[config.mk]
export PLATFORM = sky130hd
export DESIGN_NAME = tile_row_sequencer
export DESIGN_NICKNAME = d
export VERILOG_FILES = /design/src/rtl/tile_row_sequencer.sv
export SDC_FILE = /design/constraint.sdc
export NUM_CORES = 1
export LEC_CHECK = 0
export CORE_MARGIN = 2
export CORE_UTILIZATION = 30
export DETAILED_ROUTE_END_ITERATION = 12
export PLACE_DENSITY_LB_ADDON = 0.25
export SYNTH_ARGS = -nofsm -noshare
export SYNTH_HDL_FRONTEND = slang
export SYNTH_SLANG_ARGS = --single-unit
[constraint.sdc]
create_clock -name clk_draw -period 2.8 [get_ports clk_draw]
set_input_delay 0.56 -clock clk_draw [delete_from_list [all_inputs] [get_ports clk_draw]]
set_output_delay 0.56 -clock clk_draw [all_outputs]
set_load 0.01 [all_outputs]
[src/rtl/tile_row_sequencer.sv]
// tile_row_sequencer: walks one tile-map row per scanline, fetches each tile's pixel row and hands it to the quadrupler.
// Define TILE_SKIP_EMPTY_EN to skip index-0 tiles without emitting a word.
module tile_row_sequencer #(
  parameter int NUM_COLS = 41,
  parameter int COL_W = 6
) (
  input  logic        clk_draw,
  input  logic        rst_draw,
  input  logic        line_start,
  input  logic [9:0]  line_y,
  input  logic [9:0]  scroll_x,
  output logic        map_rd,
  output logic [11:0] map_addr,
  input  logic [7:0]  map_data,
  output logic        tile_rd,
  output logic [9:0]  tile_addr,
  input  logic [31:0] tile_data,
  output logic [31:0] tile_pixels,
  output logic [3:0]  tile_valid_mask,
  output logic [10:0] tile_x,
  output logic        px_valid,
  input  logic        px_ready,
  output logic        busy,
  output logic        line_done
);
  typedef enum logic [2:0] {IDLE, MAP, TILE, LOAD, EMIT} state_t;
  state_t state;
  logic [COL_W-1:0] col, col_nxt;
  logic [9:0] y, sx;
  logic [7:0] idx;
  logic last, skip, adv, unused;
  assign last = col == COL_W'(NUM_COLS - 1);
  assign col_nxt = col + 1'b1;
`ifdef TILE_SKIP_EMPTY_EN
  assign skip = state == TILE && map_data == 8'd0;
`else
  assign skip = 1'b0;
`endif
  assign adv = skip || (state == EMIT && px_ready);
  // map_data is only valid in TILE, so the pixel fetch is issued combinationally from it
  assign tile_rd = state == TILE && !skip;
  assign tile_addr = tile_rd ? {map_data, y[3:2]} : 10'd0;
  assign unused = ^y[1:0];
  always_ff @(posedge clk_draw) begin
    if (rst_draw) begin
      state <= IDLE;
      col <= '0;
      y <= '0;
      sx <= '0;
      idx <= '0;
      map_rd <= 1'b0;
      map_addr <= '0;
      tile_pixels <= '0;
      tile_valid_mask <= '0;
      tile_x <= '0;
      px_valid <= 1'b0;
      busy <= 1'b0;
      line_done <= 1'b0;
    end else begin
      map_rd <= 1'b0;
      line_done <= 1'b0;
      case (state)
        IDLE: if (line_start) begin
          y <= line_y;
          sx <= scroll_x;
          col <= '0;
          busy <= 1'b1;
          map_rd <= 1'b1;
          map_addr <= {line_y[9:4], scroll_x[9:4]};
          state <= MAP;
        end
        MAP: state <= TILE;
        TILE: begin
          idx <= map_data;
          state <= LOAD;
        end
        LOAD: begin
          tile_pixels <= tile_data;
          tile_valid_mask <= idx == 8'd0 ? 4'd0 :
            {|tile_data[31:24], |tile_data[23:16], |tile_data[15:8], |tile_data[7:0]};
          // x 0..15 of the line buffer is a hidden guard absorbing the fine scroll
          tile_x <= 11'({col, 4'b0000}) + 11'd16 - 11'(sx[3:0]);
          px_valid <= 1'b1;
          state <= EMIT;
        end
        EMIT: ;
        default: state <= IDLE;
      endcase
      if (adv) begin
        px_valid <= 1'b0;
        if (last) begin
          line_done <= 1'b1;
          busy <= 1'b0;
          state <= IDLE;
        end else begin
          col <= col_nxt;
          map_rd <= 1'b1;
          map_addr <= {y[9:4], sx[9:4] + 6'(col_nxt)};
          state <= MAP;
        end
      end
    end
  end
endmodule

==> results.md, run 1 <==
- Clock Path Buffers: 2
- Critical Path AT: 2070 ps
- Core area: 0.0140 mm^2
- CP Max Fanout: 11
- Vias in the first global route: 3819
- PortBufs: 135
- Hold Buf Count CTS: 0
- Ant. Diodes: 0
- Largest family of logic cells by synthesized area: simple AND/OR/NAND/NOR gates
- Top delay family on crit path: buffers and inverters
- Min cycle time layout: 2630 ps
- Largest area contributor in the netlist: dfxtp_1
- Final period util: 94.1%
- Fmax: 380 MHz
- Static Leak: 2.21 nW
- Net count after synthesis: 622
- Crit path max-delay cell type: clkdlybuf4s50_1
- CTS buffer count: 9
- H-tree levels: 3
- Power per cell area: 558 mW/mm^2
- Compound-Gate Fraction of Synth Area: 15.5%
- Antenna-violating nets left: 0
- Drt wl/cell: 13.6 um
- Post-Route WL: 11500 um
- Gr usage total: 15.1%
- Initial antenna violation count: 0
- Max-slew violation count: 0
- DRC: 0
- Dpl hpwl: 8150 um
- Fin. Hold Viols: 0
- Share of cells above drive strength 1: 6.94%
- Die W: 124 um
- Post-CTS Resized: 0
- WP data required: 2240 ps
- Worst-path clk slew: 60 ps
- Peak supply drop: 0.367 mV
- Simple-gate share of the synthesized area: 24.4%
- CTS Root Cell: clkbuf_16
- Setup TNS: 0 ps
- Critical Path Max Stage Delay: 520 ps
- FF+latch count, synth: 98
- Part of the Yosys area used for sequential elements: 45.3%
- Hold Path Class: flop to flop
- Crit end category: output pin
- IO Pins: 138
- Rows: 43
- Max Cap Viol: 0
- Post-Syn Instances: 538
- Run status: finished, final reports clean
- Via count: 3977
- Iter 0 DRT Violations: 237
- Post-CTS setup buffer count: 0
- Slew @ Worst Pin: 903 ps
- Final setup vio count: 0
- Ys Warns: 0
- WP buf/inv: 3
- TritonRoute pass-1 iters: 5
- Unrepaired setup endpoints after global routing: no
- Adder-cell share of the synthesized area: 5.95%
- Reg2reg path depth: 7
- Die Y: 124 um
- Initial Utilization: 31.0%
- Clk sinks: 98
- Netlist cell types: 45
- First-pass GRT wire length: 18200 um
- Stages on the worst setup path: 5
- CTS tree: yes
- Worst Path Class, Setup: flop to output pin
- GR Overflow Total: 0
- Multiplexer share of the synthesized area: 0%
- Vias per inst: 4.72
- Slew HR: 39.8%
- Final GP Congestion: 0.725
- Clk_lat worst skew: 340 ps
- Layout area overhead: 40.8%
- Largest net degree at the start of global routing: 64
- Worst Skew: 4.83 ps
- Startpoint Class: flop
- Synth top area cells: dfxtp_1 (45%), nand2_1 (13%), a21oi_1 (8.2%)
- Total Nets Final: 743
- Hold path depth: 2
- Share of the synthesized area in the top cell type: 45.3%
- Pwr Total: 3.40 mW
- Syn avg cell area: 8.05 um^2
- Worst-path cell chain: or3b_1 > inv_4 > nand2_1 > inv_1 > clkdlybuf4s50_1
- Die area: 0.0154 mm^2
- Post-Synth XOR/XNOR Area: 2.83%
- Post-Syn Area: 0.00433 mm^2
## layout by cell type, fill, tap and decap left out, types with 7 or more instances in the layout
cell type / count
dfxtp_1: 98
a311oi_1: 7
clkdlybuf4s50_1: 134
a211oi_1: 7
nor4_1: 10
nor2_1: 26
a21oi_2: 7
xnor2_1: 10
buf_4: 10
nand2_1: 154
nand2_2: 7
o21ai_0: 8
nand3_1: 12
clkbuf_16: 9
a21oi_1: 71
inv_1: 20
ha_1: 19
## metal layers
metal / track usage [%] / vias to the layer above / part of all wire (%)
met5: 0 / - / 0
met4: 4.42 / 0 / 1.2
met3: 5.22 / 10 / 7.6
met2: 24.6 / 111 / 45
met1: 18.8 / 1817 / 46
li1: - / 2039 / -
## through the flow
step	hold WS [ps]	std cells	area (um^2)	setup slack [ps]	util, %
after floorplan	432	538	4330	811	-
after global placement	442	828	5820	481	41.6
after detailed placement	446	828	5820	465	41.6
after CTS	455	843	6090	84.1	43.6
after global routing	470	843	6100	70.0	43.6
final	452	843	6100	165	43.6
## cells by family (layout without fill, tap and decap cells)
group                    Yosys count  after routing
AO/OA/AOI/OAI                    112            112
XOR/XNOR                          14             14
buffers and inverters             56            181
flip-flops                        98             98
adder cells (fa/ha/maj)           20             20
AND/OR/NAND/NOR                  238            238
## report_power, final
part	switching (mW)	total (mW)	internal (mW)
combinational	0.366	0.709	0.343
clock	0.500	1.14	0.641
sequential	0.0552	1.55	1.50
## area by class of cell
type                            instances  area [um^2]
Tap cell                              180          225
Fill cell                            1395         7890
Clock buffer                           12          256
Inverter                               21         81.3
Sequential cell                        98         1960
Clock inverter                          3         15.0
Timing Repair Buffer                  145         1440
Multi-Input combinational cell        384         2120
## synth_stat cells (all sizes together)
master,n
a31oi,4
nor2b,2
a21oi,78
nand4bb,1
ha,19
fa,1
o21a,1
nor2,27
and2,3
nor3,3
and3b,2
a41oi,1
or3,2
nand3b,3
clkbuf,20
xor2,4
buf,15
a21o,2
xnor2,10
a211oi,9
nand4b,1
nor4b,1
o311a,1
nor4,10
nand2,161
inv,21
or3b,1
nor3b,3
dfxtp,98
or4,1
o21ai,8
nand3,12
nand2b,2
a311oi,7
a311o,1
and4,1
nand4,2
## final timing paths
path | from | slack (ps) | endpoint
worst max-delay path | state[2]$_SDFFE_PP0P_ | 170 | tile_addr[9]
worst min-delay path | tile_x[7]$_SDFFE_PP0N_ | 450 | tile_x[7]$_SDFFE_PP0N_
worst max register to register | col[0]$_SDFF_PP0_ | 540 | map_addr[5]$_SDFF_PP0_
worst min register to register | tile_x[7]$_SDFFE_PP0N_ | 450 | tile_x[7]$_SDFFE_PP0N_
## registers in the layout, indices dropped and copies added (netlist names), 3 cells and up
| signal | cells |
|---|---|
| col | 6 |
| idx | 8 |
| map_addr | 12 |
| state | 3 |
| sx | 10 |
| tile_pixels | 32 |
| tile_valid_mask | 4 |
| tile_x | 11 |
| y | 8 |
## worst register-to-register path, cell delays in order, from the launching register on
cell and delay, ps:
dfxtp_1 480, inv_1 170, ha_1 370, ha_1 310, a211oi_1 210, nor2_1 90
o21a_1 180, o311a_1 330
No activity file was read; power rests on OpenSTA's default activity.
==> run 2, diff against run 1 <==
CAP_MARGIN = 20   (was unset)
SLEW_MARGIN = 20   (was unset)
clock period = 2.2 ns   (was 2.8 ns; I/O delays follow)
==> run 2 against run 1 <==
  * Clock power grew 52%
  * Final cell count increased by 1.9%
  * Sequential share of layout area fell by 0.87 points
  * Via count rose by 1.6%
  * Register-to-register slack worse by 400 ps
  * First-iteration DRC count is 9.3% lower
  * Flip-flop and latch count unchanged
  * Global-route usage increased by 0.46 points
  * Critical path type unchanged
  * Largest cell class unchanged
  * Largest power group unchanged
==> results.md, run 2 (synthesis gave the netlist of run 1 again) <==
- Max reg flops: 32 (unchanged)
- Worst-path clk slew: 70 ps (about the same)
- Clk_lat worst skew: 350 ps (about the same)
- Clock Path Buffers: 2 (unchanged)
- Hold Path Class: flop to flop
- H-tree levels: 3 (unchanged)
- Biggest regs: tile_pixels: 32 flops, map_addr: 12 flops, tile_x: 11 flops
- Worst r2r dst: map_addr[5]$_SDFF_PP0_
- Share of cells above drive strength 1: 10.2% (+3.2 points)
- Initial Utilization: 31.0% (unchanged)
- IO Pins: 138 (unchanged)
- Largest net degree at the start of global routing: 69 (+7.8%)
- Gr usage total: 15.5% (+0.46 points)
- Total Nets Final: 758 (+2.0%)
- Slew @ Worst Pin: 727 ps (-176 ps)
- Cell area after layout: 0.00627 mm^2 (+2.9%)
- Ant. Diodes: 0 (unchanged)
- Vias in the first global route: 3946 (+3.3%)
- Fin. Hold Viols: 0 (unchanged)
- Initial antenna violation count: 0 (unchanged)
- Final GP Congestion: 0.765 (+5.5%)
- GR Overflow Total: 0 (unchanged)
- Antenna-violating nets left: 0 (unchanged)
- Placed inst area: 0.00591 mm^2 (+1.5%)
- Die area: 0.0154 mm^2 (unchanged)
- Worst Skew: 7.57 ps (+2.74 ps)
- R2r setup slk: 140 ps (-400 ps)
- Final period util: 95.8%
- Dpl hpwl: 8270 um (+1.4%)
- Post-Route WL: 11500 um (+0.44%)
- Pre-CTS setup slack: 112 ps (-353 ps)
- Reg2reg path depth: 7 (unchanged)
- Hold Buf Count CTS: 0 (unchanged)
- TritonRoute pass-1 iters: 4 (-1)
- Final WS setup: 91.4 ps (-74.0 ps)
- Iter 0 DRT Violations: 215 (-9.3%)
- CTS tree: yes
- Final setup vio count: 0 (unchanged)
- Worst Path Class, Setup: flop to output pin
- Static Leak: 2.36 nW (+6.8%)
- CTS Root Cell: clkbuf_16
- Max-slew violation count: 0 (unchanged)
- Clk sinks: 98 (unchanged)
- Via count: 4042 (+1.6%)
- PortBufs: 135 (unchanged)
- Most frequent cells in the layout: nand2_1 (154), clkdlybuf4s50_1 (123), dfxtp_1 (96), a21oi_1 (71), nor2_1 (26)
- Critical Path AT: 1670 ps (-400 ps)
- Vias per inst: 4.71 (-0.26%)
- Peak supply drop: 0.400 mV (+9.2%)
- DRC: 0 (unchanged)
- Layout area overhead: 44.9%
- Die Y: 124 um (unchanged)
- CP endpoint: tile_addr[2]
- Commonest non-fill, non-tap cell in the layout: nand2_1
- Reg2Reg Launch Point: col[0]$_SDFF_PP0_
- Slew HR: 51.5% (+12 points)
- Final hold slack: 453 ps (+1.52 ps)
- Most flop-heavy register: tile_pixels
- Power per cell area: 741 mW/mm^2 (+33%)
- CP Max Fanout: 4 (-7)
- First-pass GRT wire length: 18700 um (+2.5%)
- Rows: 43 (unchanged)
- Die W: 124 um (unchanged)
- WP data required: 1760 ps (-480 ps)
- CTS buffer count: 9 (unchanged)
- Max Cap Viol: 0 (unchanged)
- Run status: finished, final reports clean
- Startpoint Class: flop
- Min cycle time layout: 2110 ps
- Core area: 0.0140 mm^2 (unchanged)
- Crit end category: output pin
- Drt wl/cell: 13.4 um (-1.4%)
- Worst setup startpoint: state[0]$_SDFFE_PP0P_
- Fmax: 474 MHz
[run 2: changes by cell type in the layout (fill, tap and decap cells not counted), sizes merged]
cell and change:
clkdlybuf4s50 -11, buf +15, dlymetal6s2s +1, dlygate4sd2 +6, clkinvlp +2, inv +1, clkinv -2, clkbuf +2
bufinv +2
[run 2: stage by stage]
stage                     setup TNS [ps]  std cells  util [%]  power [mW]
after floorplan                        0        538         -        2.50
after CTS                           -148        857      44.7        4.71
after detailed placement               0        838      42.3        2.94
after global placement                 0        838      42.3        2.93
after global routing               -4.35        859      44.8        4.90
final                                  0        859      44.8        4.65
[run 2: timing repair]
action | in CTS | in global routing
setup buffers | 2 | 2
cloned | 1 | 0
hold endpoints to repair | 0 | 0
setup endpoints to repair | 11 | 5
resized for setup | 13 | 12
[run 2: final cells by class]
type                       count  area (um^2)
clock buffer                  11          243
clock inverter                 5         85.1
fill                        1397         7710
inverter                      21         83.8
multi-input combinational    384         2120
sequential                    98         1960
tap                          180          225
timing repair buffer         159         1540
timing repair inverter         1         7.51
[run 2: worst min-delay path by stage]
stage | startpoint | endpoint | slack (ps) | cells after the start
floorplan | y[2]$_SDFFE_PP0P_ | y[2]$_SDFFE_PP0P_ | 430 | 2
global placement | tile_valid_mask[0]$_SDFFE_PP0N_ | tile_valid_mask[0]$_SDFFE_PP0N_ | 440 | 2
detailed placement | tile_valid_mask[0]$_SDFFE_PP0N_ | tile_valid_mask[0]$_SDFFE_PP0N_ | 450 | 2
CTS | tile_valid_mask[0]$_SDFFE_PP0N_ | tile_valid_mask[0]$_SDFFE_PP0N_ | 460 | 2
global route | tile_pixels[17]$_SDFFE_PP0N_ | tile_pixels[17]$_SDFFE_PP0N_ | 470 | 2
finish | tile_x[2]$_SDFFE_PP0N_ | tile_x[2]$_SDFFE_PP0N_ | 450 | 2
[run 2: metal layers]
| metal | vias up | wire, um | global-route usage (%) |
|---|---|---|---|
| met5 | - | 0 | 0 |
| met4 | 0 | 175 | 5.13 |
| met3 | 12 | 929 | 5.31 |
| met2 | 111 | 5270 | 25.3 |
| met1 | 1847 | 5160 | 19.2 |
| li1 | 2072 | - | - |
[run 2: critical path, stage by stage (launching register included)]
cell and delay, ps:
dfxtp_1 310, or3b_4 440, buf_12 150, clkinvlp_4 80, buf_4 110, nand2_2 60
inv_1 50, clkbuf_2 120
[run 2: where the power goes]
part	switching, mW	internal (mW)
clock	0.693	1.03
combinational	0.484	0.469
sequential	0.0671	1.90
==> run 3, diff against run 2 <==
CTS_CLUSTER_SIZE = 16   (was unset)
clock period = 1.9 ns   (was 2.2 ns; I/O delays follow)
==> run 3 against run 2 <==
  * First-iteration DRC count fell by 26%
  * Hold slack about the same
  * Critical path depth shrank 1
  * Highest routed layer unchanged
  * Count of clock-buffer cells in the layout unchanged
  * Non-clock buffer count up 20
  * The flow now finishes with violations (negative setup slack)
  * Utilization increased by 2.3 points
  * Critical endpoint is now tile_addr[8]
  * Largest power group unchanged
  * Worst setup slack got worse by 130 ps
==> results.md, run 3 (synthesis gave the netlist of run 1 again) <==
- Run status: finished, violations left
- Failing checks: negative setup slack
- IO Pins: 138 (unchanged)
- Dpl hpwl: 8320 um (+0.59%)
- Max reg flops: 32 (unchanged)
- Most frequent cells in the layout: nand2_1 (153), clkdlybuf4s50_1 (123), dfxtp_1 (92), a21oi_1 (70), buf_4 (38)
- Placed instance count: 857 (+2.3%)
- Reg power frac: 43.7% (+1.3 points)
- Hold Path Class: flop to flop
- Total Nets Final: 778 (+2.6%)
- Rows: 43 (unchanged)
- TritonRoute pass-1 iters: 4 (unchanged)
- Unrepaired setup endpoints after global routing: yes
- Post-Route WL: 11700 um (+0.98%)
- Vias per inst: 4.73 (+0.47%)
- Hold Buf Count CTS: 0 (unchanged)
- Fin. Hold Viols: 0 (unchanged)
- Sw frac: 27.9% (+1.1 points)
- Startpoint Class: flop
- GR Overflow Total: 0 (unchanged)
- Peak supply drop: 0.418 mV (+4.5%)
- Critical Path AT: 1560 ps (-110 ps)
- Switch Pwr: 1.46 mW (+17%)
- Worst-path clk slew: 70 ps (about the same)
- Via count: 4151 (+2.7%)
- CTS Root Cell: clkbuf_16
- Initial antenna violation count: 0 (unchanged)
- Final WS setup: -37.8 ps (-129 ps)
- Clk sinks: 98 (unchanged)
- Ant. Diodes: 0 (unchanged)
- Share of cells above drive strength 1: 18.1% (+7.9 points)
- Biggest regs: tile_pixels: 32 flops, map_addr: 12 flops, tile_x: 11 flops
- Clock power share: 33.2% (-3.9 points)
- PortBufs: 135 (unchanged)
- WP data required: 1520 ps (-240 ps)
- Power per cell area: 792 mW/mm^2 (+6.9%)
- Die area: 0.0154 mm^2 (unchanged)
- Register area: 0.00197 mm^2 (+0.38%)
- Static Leak: 2.48 nW (+5.0%)
- Reg2reg path depth: 7 (unchanged)
- Min cycle time layout: 1940 ps
- H-tree levels: 3 (unchanged)
- Max Cap Viol: 0 (unchanged)
- Gr usage total: 14.9% (-0.61 points)
- Layout area overhead: 52.3%
- Max-slew violation count: 0 (unchanged)
- Core area: 0.0140 mm^2 (unchanged)
- Vias in the first global route: 3883 (-1.6%)
- Final period util: 102%
- Clk_lat worst skew: 350 ps (about the same)
- DRC: 0 (unchanged)
- Antenna-violating nets left: 0 (unchanged)
- Cell Count, Final, Fillers Out: 878 (+2.2%)
- Largest net degree at the start of global routing: 58 (-16%)
- Iter 0 DRT Violations: 159 (-26%)
- CP Max Fanout: 3 (-1)
- Fmax: 516 MHz
- Drt wl/cell: 13.3 um (-1.2%)
- CTS tree: yes
- Worst Skew: 7.07 ps (-0.497 ps)
- Hold path depth: 2 (unchanged)
- Slew HR: 58.1% (+6.6 points)
- Commonest non-fill, non-tap cell in the layout: nand2_1
- Final setup vio count: 4 (+4)
- Clock Path Buffers: 2 (unchanged)
- Final GP Congestion: 0.755 (-1.3%)
- Multi-input logic area: 0.00230 mm^2 (+8.1%)
- Initial Utilization: 31.0% (unchanged)
- CTS buffer count: 9 (unchanged)
- Worst Path Class, Setup: flop to output pin
- First-pass GRT wire length: 18000 um (-3.8%)
- Crit end category: output pin
- Layout fillers: 1338 (-4.2%)
- P_int: 3.77 mW (+11%)
- Slew @ Worst Pin: 628 ps (-99.5 ps)
- Most flop-heavy register: tile_pixels
- Pwr Total: 5.23 mW (+12%)
- Die Y: 124 um (unchanged)
- Comb pwr share: 23.1% (+2.6 points)
- Die W: 124 um (unchanged)
run 3: per-layer routing:
metal	up-vias	track usage, %	share of wire (%)
met5	-	0	0
met3	16	4.35	7.8
li1	2112	-	-
met2	121	24.5	46
met4	0	5.69	1.4
met1	1902	18.5	45
run 3: layout make-up:
cell class | count | share of cell area (%)
multi-input combinational | 384 | 34.8
sequential | 98 | 29.9
timing repair buffer | 179 | 26.2
clock buffer | 11 | 3.83
tap | 180 | 3.41
inverter | 21 | 1.33
clock inverter | 4 | 0.417
timing repair inverter | 1 | 0.114
run 3: worst paths after layout:
check                                     from                      endpoint  slack [ps]
setup reg to reg             col[1]$_SDFF_PP0_        map_addr[5]$_SDFF_PP0_          70
setup / recovery         state[0]$_SDFFE_PP0P_                  tile_addr[8]         -40
hold reg to reg   tile_pixels[21]$_SDFFE_PP0N_  tile_pixels[21]$_SDFFE_PP0N_         450
hold / removal    tile_pixels[21]$_SDFFE_PP0N_  tile_pixels[21]$_SDFFE_PP0N_         450
run 3: power by group through the flow:
stage                     clock [mW]  combinational [mW]  sequential, mW
final                           1.73                1.21            2.29
after global routing            1.86                1.32            2.30
after CTS                       1.78                1.16            2.28
after detailed placement           0                1.13            2.33
after global placement             0                1.11            2.32
after floorplan                    0               0.546            2.35
run 3: timing repair:
item | in CTS | in global routing
buffers inserted | 3 | 2
hold endpoints to repair | 0 | 0
resized for setup | 54 | 42
endpoints found under the setup margin | 15 | 17
cloned | 1 | 0
pin swaps | 5 | 11
run 3: worst max-delay path, stage by stage, from the launching register on:
cell,delay [ps]
dfxtp_2,320
or3b_4,440
clkinvlp_4,140
buf_6,120
nand2_4,40
inv_2,50
buf_6,90
run 3: through the flow:
| stage | setup WS (ps) | cell area (um^2) | hold WS [ps] | util [%] | TNS, ps |
|---|---|---|---|---|---|
| finish | -37.8 | 6600 | 453 | 47.2 | -147 |
| floorplan | 16.3 | 4340 | 432 | - | 0 |
| detailed placement | -145 | 6070 | 447 | 43.4 | -1130 |
| global route | -91.1 | 6600 | 471 | 47.2 | -529 |
| global placement | -101 | 6070 | 442 | 43.4 | -787 |
| CTS | -60.9 | 6390 | 456 | 45.7 | -265 |
